[src/rtl/sparse_chunk_encoder.sv]
// Dense-to-sparse chunk packer: one occupancy-mask beat, then one beat per nonzero element.
// Optional macro SPARSE_ENC_ZERO_THRESH_EN adds thresh_i for magnitude-threshold zero suppression.
module sparse_chunk_encoder #(
  parameter int unsigned CHUNK_N = 8,
  parameter int unsigned ELEM_W  = 8
) (
  input  logic                          clk_i,
  input  logic                          rst_i,
  input  logic                          dense_valid_i,
  output logic                          dense_ready_o,
  input  logic [CHUNK_N*ELEM_W-1:0]     dense_data_i,
`ifdef SPARSE_ENC_ZERO_THRESH_EN
  input  logic [ELEM_W-2:0]             thresh_i,
`endif
  output logic                          mask_valid_o,
  input  logic                          mask_ready_i,
  output logic [CHUNK_N-1:0]            mask_o,
  output logic [$clog2(CHUNK_N):0]      nnz_o,
  output logic                          val_valid_o,
  input  logic                          val_ready_i,
  output logic [ELEM_W-1:0]             val_o,
  output logic [$clog2(CHUNK_N)-1:0]    val_idx_o,
  output logic                          val_last_o
);

  localparam int unsigned IDX_W  = $clog2(CHUNK_N);
  localparam int unsigned CNT_W  = IDX_W + 1;
  localparam int unsigned DATA_W = CHUNK_N * ELEM_W;

  typedef enum logic [1:0] {
    IDLE      = 2'd0,
    SEND_MASK = 2'd1,
    SEND_VALS = 2'd2
  } state_t;

  state_t              state, next_state;
  logic [DATA_W-1:0]   data_q, next_data;
  logic [CHUNK_N-1:0]  rem_q, next_rem, next_mask, mask_q;
  logic [CNT_W-1:0]    nnz_q, next_nnz;
  logic [ELEM_W-1:0]   val_q, next_val;
  logic [IDX_W-1:0]    idx_q, next_idx;
  logic                last_q, next_last;
  logic                accept, beat;

  function automatic logic [IDX_W-1:0] low_idx(input logic [CHUNK_N-1:0] m);
    low_idx = '0;
    for (int i = CHUNK_N - 1; i >= 0; i--) begin
      if (m[i]) low_idx = IDX_W'(i);
    end
  endfunction

  // Per-element occupancy decision and its popcount
  always_comb begin : mask_calc
    logic [ELEM_W-1:0] elem;
    logic [ELEM_W-1:0] mag;
    elem      = '0;
    mag       = '0;
    next_mask = '0;
    next_nnz  = '0;
    for (int i = 0; i < CHUNK_N; i++) begin
      elem = dense_data_i[i*ELEM_W +: ELEM_W];
`ifdef SPARSE_ENC_ZERO_THRESH_EN
      // Unsigned magnitude; the most negative value maps to 2^(ELEM_W-1)
      mag = elem[ELEM_W-1] ? ELEM_W'(~elem + ELEM_W'(1)) : elem;
      next_mask[i] = (mag > ELEM_W'(thresh_i));
`else
      mag = elem;
      next_mask[i] = (mag != '0);
`endif
      next_nnz = next_nnz + CNT_W'(next_mask[i]);
    end
  end

  // Remaining-mask walk; value-beat outputs are registered from the next remaining mask
  always_comb begin : walk_calc
    accept    = (state == IDLE) && dense_valid_i;
    beat      = (state == SEND_VALS) && val_ready_i;
    next_data = accept ? dense_data_i : data_q;
    next_rem  = rem_q;
    if (accept) begin
      next_rem = next_mask;
    end else if (beat) begin
      next_rem = rem_q & (rem_q - CHUNK_N'(1));
    end
    next_idx = low_idx(next_rem);
    next_val = '0;
    for (int i = 0; i < CHUNK_N; i++) begin
      if (next_idx == IDX_W'(i)) next_val = next_data[i*ELEM_W +: ELEM_W];
    end
    next_last = (next_rem != '0) && ((next_rem & (next_rem - CHUNK_N'(1))) == '0);
  end

  always_ff @(posedge clk_i) begin
    if (rst_i) begin
      data_q <= '0;
      rem_q  <= '0;
      mask_q <= '0;
      nnz_q  <= '0;
      val_q  <= '0;
      idx_q  <= '0;
      last_q <= 1'b0;
    end else begin
      data_q <= next_data;
      rem_q  <= next_rem;
      val_q  <= next_val;
      idx_q  <= next_idx;
      last_q <= next_last;
      if (accept) begin
        mask_q <= next_mask;
        nnz_q  <= next_nnz;
      end
    end
  end

  // FSM: state register
  always_ff @(posedge clk_i) begin
    if (rst_i) state <= IDLE;
    else       state <= next_state;
  end

  // FSM: next state
  always_comb begin
    next_state = state;
    case (state)
      IDLE:      if (dense_valid_i) next_state = SEND_MASK;
      SEND_MASK: if (mask_ready_i) next_state = (nnz_q == '0) ? IDLE : SEND_VALS;
      SEND_VALS: if (val_ready_i && last_q) next_state = IDLE;
      default:   next_state = IDLE;
    endcase
  end

  // FSM: outputs
  always_comb begin
    dense_ready_o = 1'b0;
    mask_valid_o  = 1'b0;
    val_valid_o   = 1'b0;
    case (state)
      IDLE:      dense_ready_o = !rst_i;
      SEND_MASK: mask_valid_o  = 1'b1;
      SEND_VALS: val_valid_o   = 1'b1;
      default:   ;
    endcase
  end

  assign mask_o     = mask_q;
  assign nnz_o      = nnz_q;
  assign val_o      = val_q;
  assign val_idx_o  = idx_q;
  assign val_last_o = last_q;

endmodule
[config.mk]
export PLATFORM = sky130hd
export DESIGN_NAME = sparse_chunk_encoder
export DESIGN_NICKNAME = d
export VERILOG_FILES = /design/src/rtl/sparse_chunk_encoder.sv
export SDC_FILE = /design/constraint.sdc
export NUM_CORES = 1
export LEC_CHECK = 0
export ABC_AREA = 1
export BUFFER_PORTS_ARGS = -buffer_cell sky130_fd_sc_hd__buf_4
export CAP_MARGIN = 20
export CORE_AREA = 2 2 120 122
export CTS_CLUSTER_DIAMETER = 100
export DETAILED_ROUTE_END_ITERATION = 8
export DIE_AREA = 0 0 122 124
export SLEW_MARGIN = 30
export SYNTH_ARGS = -nofsm -noshare
export SYNTH_HDL_FRONTEND = slang
export SYNTH_SLANG_ARGS = --single-unit
[constraint.sdc]
create_clock -name clk_i -period 7.51 [get_ports clk_i]
set_input_delay 0.3755 -clock clk_i [delete_from_list [all_inputs] [get_ports clk_i]]
set_output_delay 0.3755 -clock clk_i [all_outputs]
set_load 0.05 [all_outputs]
# --- After elaboration in Yosys (flattened, before gate mapping) ---
# Index checks and enable logic that the tools add are counted.
totals:
  ff_bits: 98
  input_bits: 69
  out_inout_bits: 27
  word_cells: 77
classes:
  add_sub_neg: 9
  n_eq_ne: 12
  muxes: 27
  bitwise_logic: 2
  reduce_logical: 19
ops:
  columns: ["operator", "n"]
  rows:
  - ["2-to-1 mux 8 bit", 10]
  - ["nonzero test 8 bit", 9]
  - ["2-to-1 mux 64 bit", 1]
  - ["2-to-1 mux 3 bit", 8]
  - ["adder 4 x 1 -> 4 bit", 4]
  - ["AND 8 bit", 2]
  - ["subtractor 8 x 1 -> 8 bit, second input constant", 2]
  - ["equality test 3 bit, second input constant", 4]
  - ["logical NOT 8 bit", 1]
  - ["2-to-1 mux 2 bit", 4]
  - ["equality test 3 x 2 -> 1 bit, second input constant", 2]
  - ["case mux 2 bit (3 select lines)", 1]
  - ["adder 3 x 1 -> 4 bit", 1]
  - ["logical AND 1 bit", 4]
  - ["logical NOT 4 bit", 1]
  - ["inequality test 2 bit, second input constant", 2]
  - ["adder 2 x 1 -> 3 bit", 1]
  - ["equality test 3 x 1 -> 1 bit, second input constant", 1]
  - ["logical NOT 3 bit", 1]
  - ["2-to-1 mux 1 bit", 3]
  - ["AND reduction 3 bit", 1]
  - ["adder 1 x 1 -> 2 bit", 1]
  - ["equality test 2 x 1 -> 1 bit, second input constant", 1]
  - ["equality test 2 bit, second input constant", 1]
  - ["3 further kinds", 3]

# --- Longest topological paths before layout ---
depth:
  depth_word: 21
  mapped_depth: 21
  ltp_nobuf: 20

# --- Worst setup path after synthesis ---
# OpenSTA, ideal clock, no wires.
synth_path:
  path_kind: "input port to flip-flop"
  from: "in dense_data_i[0]"
  to: "reg nnz_q[2], in the netlist nnz_o[2]"
  setup_time_ns: 0.086
  t_arrival_ns: 2.900
  t_required_ns: 7.424
  slack_ns: 4.524
  path_stages: 11
  path_buffers: 0
  cell_sequence: "nor2_1 > nand2_1 > nor2_1 > fa_1 > inv_1 > fa_1 > fa_1 > ha_1 > fa_1 > xnor2_1 > a211oi_1"
synth_via:
  elab_chain_cells: 8
synth_lines:
  columns: ["item", "line", "text"]
  rows:
  - ["start, declared", "11", "input logic [CHUNK_N*ELEM_W-1:0] dense_data_i,"]
  - ["nonzero test 8 bit", "68", "next_mask[i] = (mag != '0);"]
  - ["adder 1 x 1 -> 2 bit", "70", "next_nnz = next_nnz + CNT_W'(next_mask[i]);"]
  - ["adder 2 x 1 -> 3 bit", "70", null]
  - ["adder 3 x 1 -> 4 bit", "70", null]
  - ["adder 4 x 1 -> 4 bit (4 in a row)", "70", null]
  - ["end signal, assigned", "110", "nnz_q <= next_nnz;"]
  - ["end, declared", "39", "logic [CNT_W-1:0] nnz_q, next_nnz;"]
# Every way passes these cells.
# A chain may end at the register's enable or synchronous reset.

# --- Worst setup path after layout ---
layout_path:
  from: "reg state[1]"
  to: "reg val_q[7], in the netlist val_o[7]"
layout_via:
  elab_chain_cells: 21
  word_cells_on_any_way: 31
  classes_between: "8 x eq/ne; 19 x mux; 4 x reduce/logical"
layout_lines:
  columns: ["item", "line", "text"]
  rows:
  - ["start, declared", "36", "state_t state, next_state;"]
  - ["start signal, assigned", "118", "else state <= next_state;"]
  - ["equality test 2 bit", "77", "beat = (state == SEND_VALS) && val_ready_i;"]
  - ["logical AND 1 bit", "77", null]
  - ["2-to-1 mux 8 bit", "82", "end else if (beat) begin"]
  - ["2-to-1 mux 8 bit", "80", "if (accept) begin"]
  - ["2-to-1 mux 3 bit (8 in a row)", "48", "if (m[i]) low_idx = IDX_W'(i);"]
  - ["logical NOT 3 bit", "88", "if (next_idx == IDX_W'(i)) next_val = next_data[i*ELEM_W +: ELEM_W];"]
  - ["2-to-1 mux 8 bit (7 in a row)", "88", null]
  - ["2-to-1 mux 8 bit (*)", "88", null]
  - ["end signal, assigned", "105", "val_q <= next_val;"]
  - ["end, declared", "40", "logic [ELEM_W-1:0] val_q, next_val;"]
# Mark *: on every way between the ends. The rest lies on a longest branch, timed or not.

==> qor_table.md <==
| Result | Reported |
|:---|:---|
| Run status | finished, final reports clean |
| Count of distinct cell types in the synthesized netlist | 43 |
| Unrepaired setup endpoints after global routing | false |
| Clock Tree Root | sky130_fd_sc_hd__clkbuf_16 |
| Post-synthesis instance area | 4900 sq um |
| Initial core utilization | 35.7% |
| Dominant synthesized flop cell | sky130_fd_sc_hd__dfxtp_1 |
| Number of antenna violations at the first check in global routing | 0 |
| Height of the die | 124 um |
| Cell Pwr Density | 234 nW/um^2 |
| Top-level I/O count | 96 |
| Clock tree sinks | 98 |
| TritonCTS clock tree | done |
| CP Class | register to register |
| Filler cell count | 1439 |
| Number of port buffers | 95 |
| Total GRT Usage | 18.1% |
| Dominant combinational cell family by area after synthesis | simple AND/OR/NAND/NOR gates |
| Post-synthesis xor/xnor area fraction | 0.179% |
| Worst-Margin Slew | 909 ps |
| Post-synth top cells | sky130_fd_sc_hd__nor2_1 (147), sky130_fd_sc_hd__dfxtp_1 (98), sky130_fd_sc_hd__inv_1 (88), sky130_fd_sc_hd__nand2_1 (63), sky130_fd_sc_hd__o21ai_0 (60) |
| Number of diodes added for antenna fixing | 0 |
| Maximum fanout along the worst path | 74 |
| Kind of end point of the critical path | register |
| DRC violation total after the first TritonRoute iteration | 342 |
| Router iterations before antenna repair | 4 |
| Number of flops mapped to enable cells by yosys | 0 |
| Leading post-synthesis cells by cell area | sky130_fd_sc_hd__dfxtp_1 (40%), sky130_fd_sc_hd__nor2_1 (11%), sky130_fd_sc_hd__inv_1 (6.7%) |
| Vias in the first global route | 4317 |
| Final period util | 50.4% |
| Async SR Flop Fraction | 0% |
| Average vias per placed instance | 4.81 |
| Leakage power | 0.00289 uW |
| Total of flip-flops plus latches after synthesis | 98 |
| Clk pin slew, worst setup/hold paths | 60 ps |
| Synthesized area divided by synthesized cell count | 7.26 sq um |
| Number of buffers added by the clock tree synthesis step | 9 |
| Worst ir drop on vdd | 0.0830 mV |
| Post-detailed-route wirelength per cell | 14.3 um |
| Total die area | 15100 sq um |
| Total placed instance area | 5690 sq um |
| First-pass GRT wire length | 21200 um |
| Die Wd | 122 um |
| Dominant cell type by area after synthesis | sky130_fd_sc_hd__dfxtp_1 |
| Final-stage net count | 824 |
| Setup TNS | 0 ps |
| Nature of the critical path startpoint | register |
| Core Rows | 43 |
| Count of vias placed by the detailed router | 4481 |
| Final count of negative-setup-slack endpoints | 0 |
| Hold buffer count at cts | 0 |
| Final min period | 3780 ps |
| Post-CTS sizing | 0 |
| Clock skew after layout | 6.60 ps |
| GP Congestion | 0.887 |
| Portion of synthesized cell area occupied by the leading cell type | 40.0% |
| Total core area | 13700 sq um |
| Total DRC errors in the routed layout | 0 |
| Number of warning messages in the yosys log | 0 |
| Final standard cell area without fillers | 5940 sq um |
| Post-synthesis adder-cell area fraction | 2.40% |
| Most common cell in the netlist | sky130_fd_sc_hd__nor2_1 |
| Post-CTS Setup Bufs | 0 |
| Maximum number of pins on one net before global-route repair | 89 |
| Count of mapped cells out of synthesis | 675 |
| Fraction of synthesized area in multiplexers | 3.27% |
| Final ANT Viol Nets | 0 |
| Total length of routed wires | 13300 um |
| Arrival @ worst endpoint | 4030 ps |
| H-Tree Depth | 3 |
| Storage element area | 1960 sq um |
| Post-Synth Simple-Gate Area | 31.6% |
| Max transition margin | 39.4% |
| Number of maximum-capacitance constraint violations | 0 |
| Data required time at the worst endpoint | 7760 ps |
| CTS max path bufs | 2 |
| Proportion of synthesized chip area in sequential cells | 40.0% |
| Complex-gate fraction of the synthesized area | 11.7% |
| Layout Area Growth over Synthesis | 21.2% |
| Final-report max-slew violation count | 0 |
| Footprint of the multi-input gates | 2410 sq um |
| Net count of the mapped netlist | 751 |
| Fmax | 264 MHz |
| Clock network latency to the later pin of the worst-skew pair | 350 ps |
| Final Hold Viols | 0 |
| Worst min-delay path category | input pin to register |
| Layout cell share with drive strength beyond 1 | 24.7% |
| Estimated wirelength of the detail-placed design | 9790 um |
| Grt ovf | 0 |
## final cells by class
class / instances / share of cell area, %
tap: 180 / 3.79
timing repair buffer: 96 / 12.1
sequential: 98 / 33.0
clock buffer: 15 / 4.17
multi-input combinational: 444 / 40.6
inverter: 99 / 6.29
## where the power goes
part           internal (uW)  switching (uW)  leakage (uW)
Sequential               571            16.2      0.000811
Combinational            135             257       0.00196
Clock                    224             187      0.000118
Total                    930             460       0.00289
## worst paths after layout
path	from	endpoint	slack [ps]	cells past startpoint
hold reg to reg	mask_o[4]	mask_o[4]	470	2
hold / removal	dense_data_i[28]	data_q[28]	310	3
setup / recovery	state[1]	val_o[7]	3730	18
setup reg to reg	state[1]	val_o[7]	3730	18
## registers in the layout (all words and copies together) (netlist names)
signal	cells
nnz_o	4
state	2
data_q	64
val_o	8
mask_o	8
val_idx_o	3
val_last_o	1
rem_q	8
## per-stage QoR
step                hold WS [ps]  util [%]  total power (uW)  cells  setup slack, ps
global placement             466      41.5               987    917             3120
finish                       306      43.3              1390    932             3730
detailed placement           464      41.5               992    917             3000
floorplan                    456         -               874    675             4520
global route                 311      43.3              1460    932             3280
CTS                          306      43.3              1400    932             3000
## critical path, stage by stage, from the launching register on
cell and delay (ps):
sky130_fd_sc_hd__dfxtp_1 400, sky130_fd_sc_hd__inv_2 60, sky130_fd_sc_hd__nand2_2 100, sky130_fd_sc_hd__nor2_4 30, sky130_fd_sc_hd__buf_4 320, sky130_fd_sc_hd__inv_4 640
sky130_fd_sc_hd__nor2_1 230, sky130_fd_sc_hd__a31oi_4 250, sky130_fd_sc_hd__inv_2 60, sky130_fd_sc_hd__nor2_2 110, sky130_fd_sc_hd__inv_2 70, sky130_fd_sc_hd__a21oi_4 360
sky130_fd_sc_hd__inv_2 290, sky130_fd_sc_hd__nand4_1 200, sky130_fd_sc_hd__nand3_1 110, sky130_fd_sc_hd__nor2_1 150, sky130_fd_sc_hd__nand4_1 110, sky130_fd_sc_hd__nand2_1 70
sky130_fd_sc_hd__inv_1 40
## per-layer routing
layer | share of wire, % | vias to the layer above | GRT usage [%]
met5 | 0 | - | 0
met4 | 2.4 | 0 | 7.76
met3 | 4.7 | 18 | 3.21
met2 | 47 | 104 | 29.3
met1 | 46 | 2073 | 23.9
li1 | - | 2286 | -
## cells by family after synthesis
kind of cell	after synthesis
mux	16
xor+xnor	1
simple gates	327
fa+ha+maj	7
buf+inv	133
compound gates	93
flops	98
## placed cells by master, fill, tap and decap left out, types with 2 or more instances in the layout
cell | netlist | routed
sky130_fd_sc_hd__mux2i_1 | 16 | 16
sky130_fd_sc_hd__nand2_1 | 63 | 63
sky130_fd_sc_hd__o21ai_0 | 60 | 60
sky130_fd_sc_hd__buf_4 | 1 | 96
sky130_fd_sc_hd__nand3_2 | 2 | 2
sky130_fd_sc_hd__nor3_2 | 2 | 2
sky130_fd_sc_hd__a21oi_1 | 10 | 10
sky130_fd_sc_hd__a211oi_1 | 10 | 10
sky130_fd_sc_hd__or2_2 | 49 | 49
sky130_fd_sc_hd__o21ai_1 | 2 | 2
sky130_fd_sc_hd__dfxtp_1 | 98 | 98
sky130_fd_sc_hd__inv_1 | 88 | 88
sky130_fd_sc_hd__nand3_1 | 11 | 11
sky130_fd_sc_hd__nand4_1 | 37 | 37
sky130_fd_sc_hd__nor2_4 | 4 | 4
sky130_fd_sc_hd__nor2_1 | 147 | 147
sky130_fd_sc_hd__ha_1 | 3 | 3
sky130_fd_sc_hd__inv_2 | 10 | 10
sky130_fd_sc_hd__clkbuf_1 | 21 | 6
sky130_fd_sc_hd__nor3_1 | 2 | 2
sky130_fd_sc_hd__o31ai_4 | 2 | 2
sky130_fd_sc_hd__fa_1 | 4 | 4
sky130_fd_sc_hd__clkbuf_16 | 0 | 9
sky130_fd_sc_hd__nand2_2 | 4 | 4
Power figures use the tool's default switching activity.
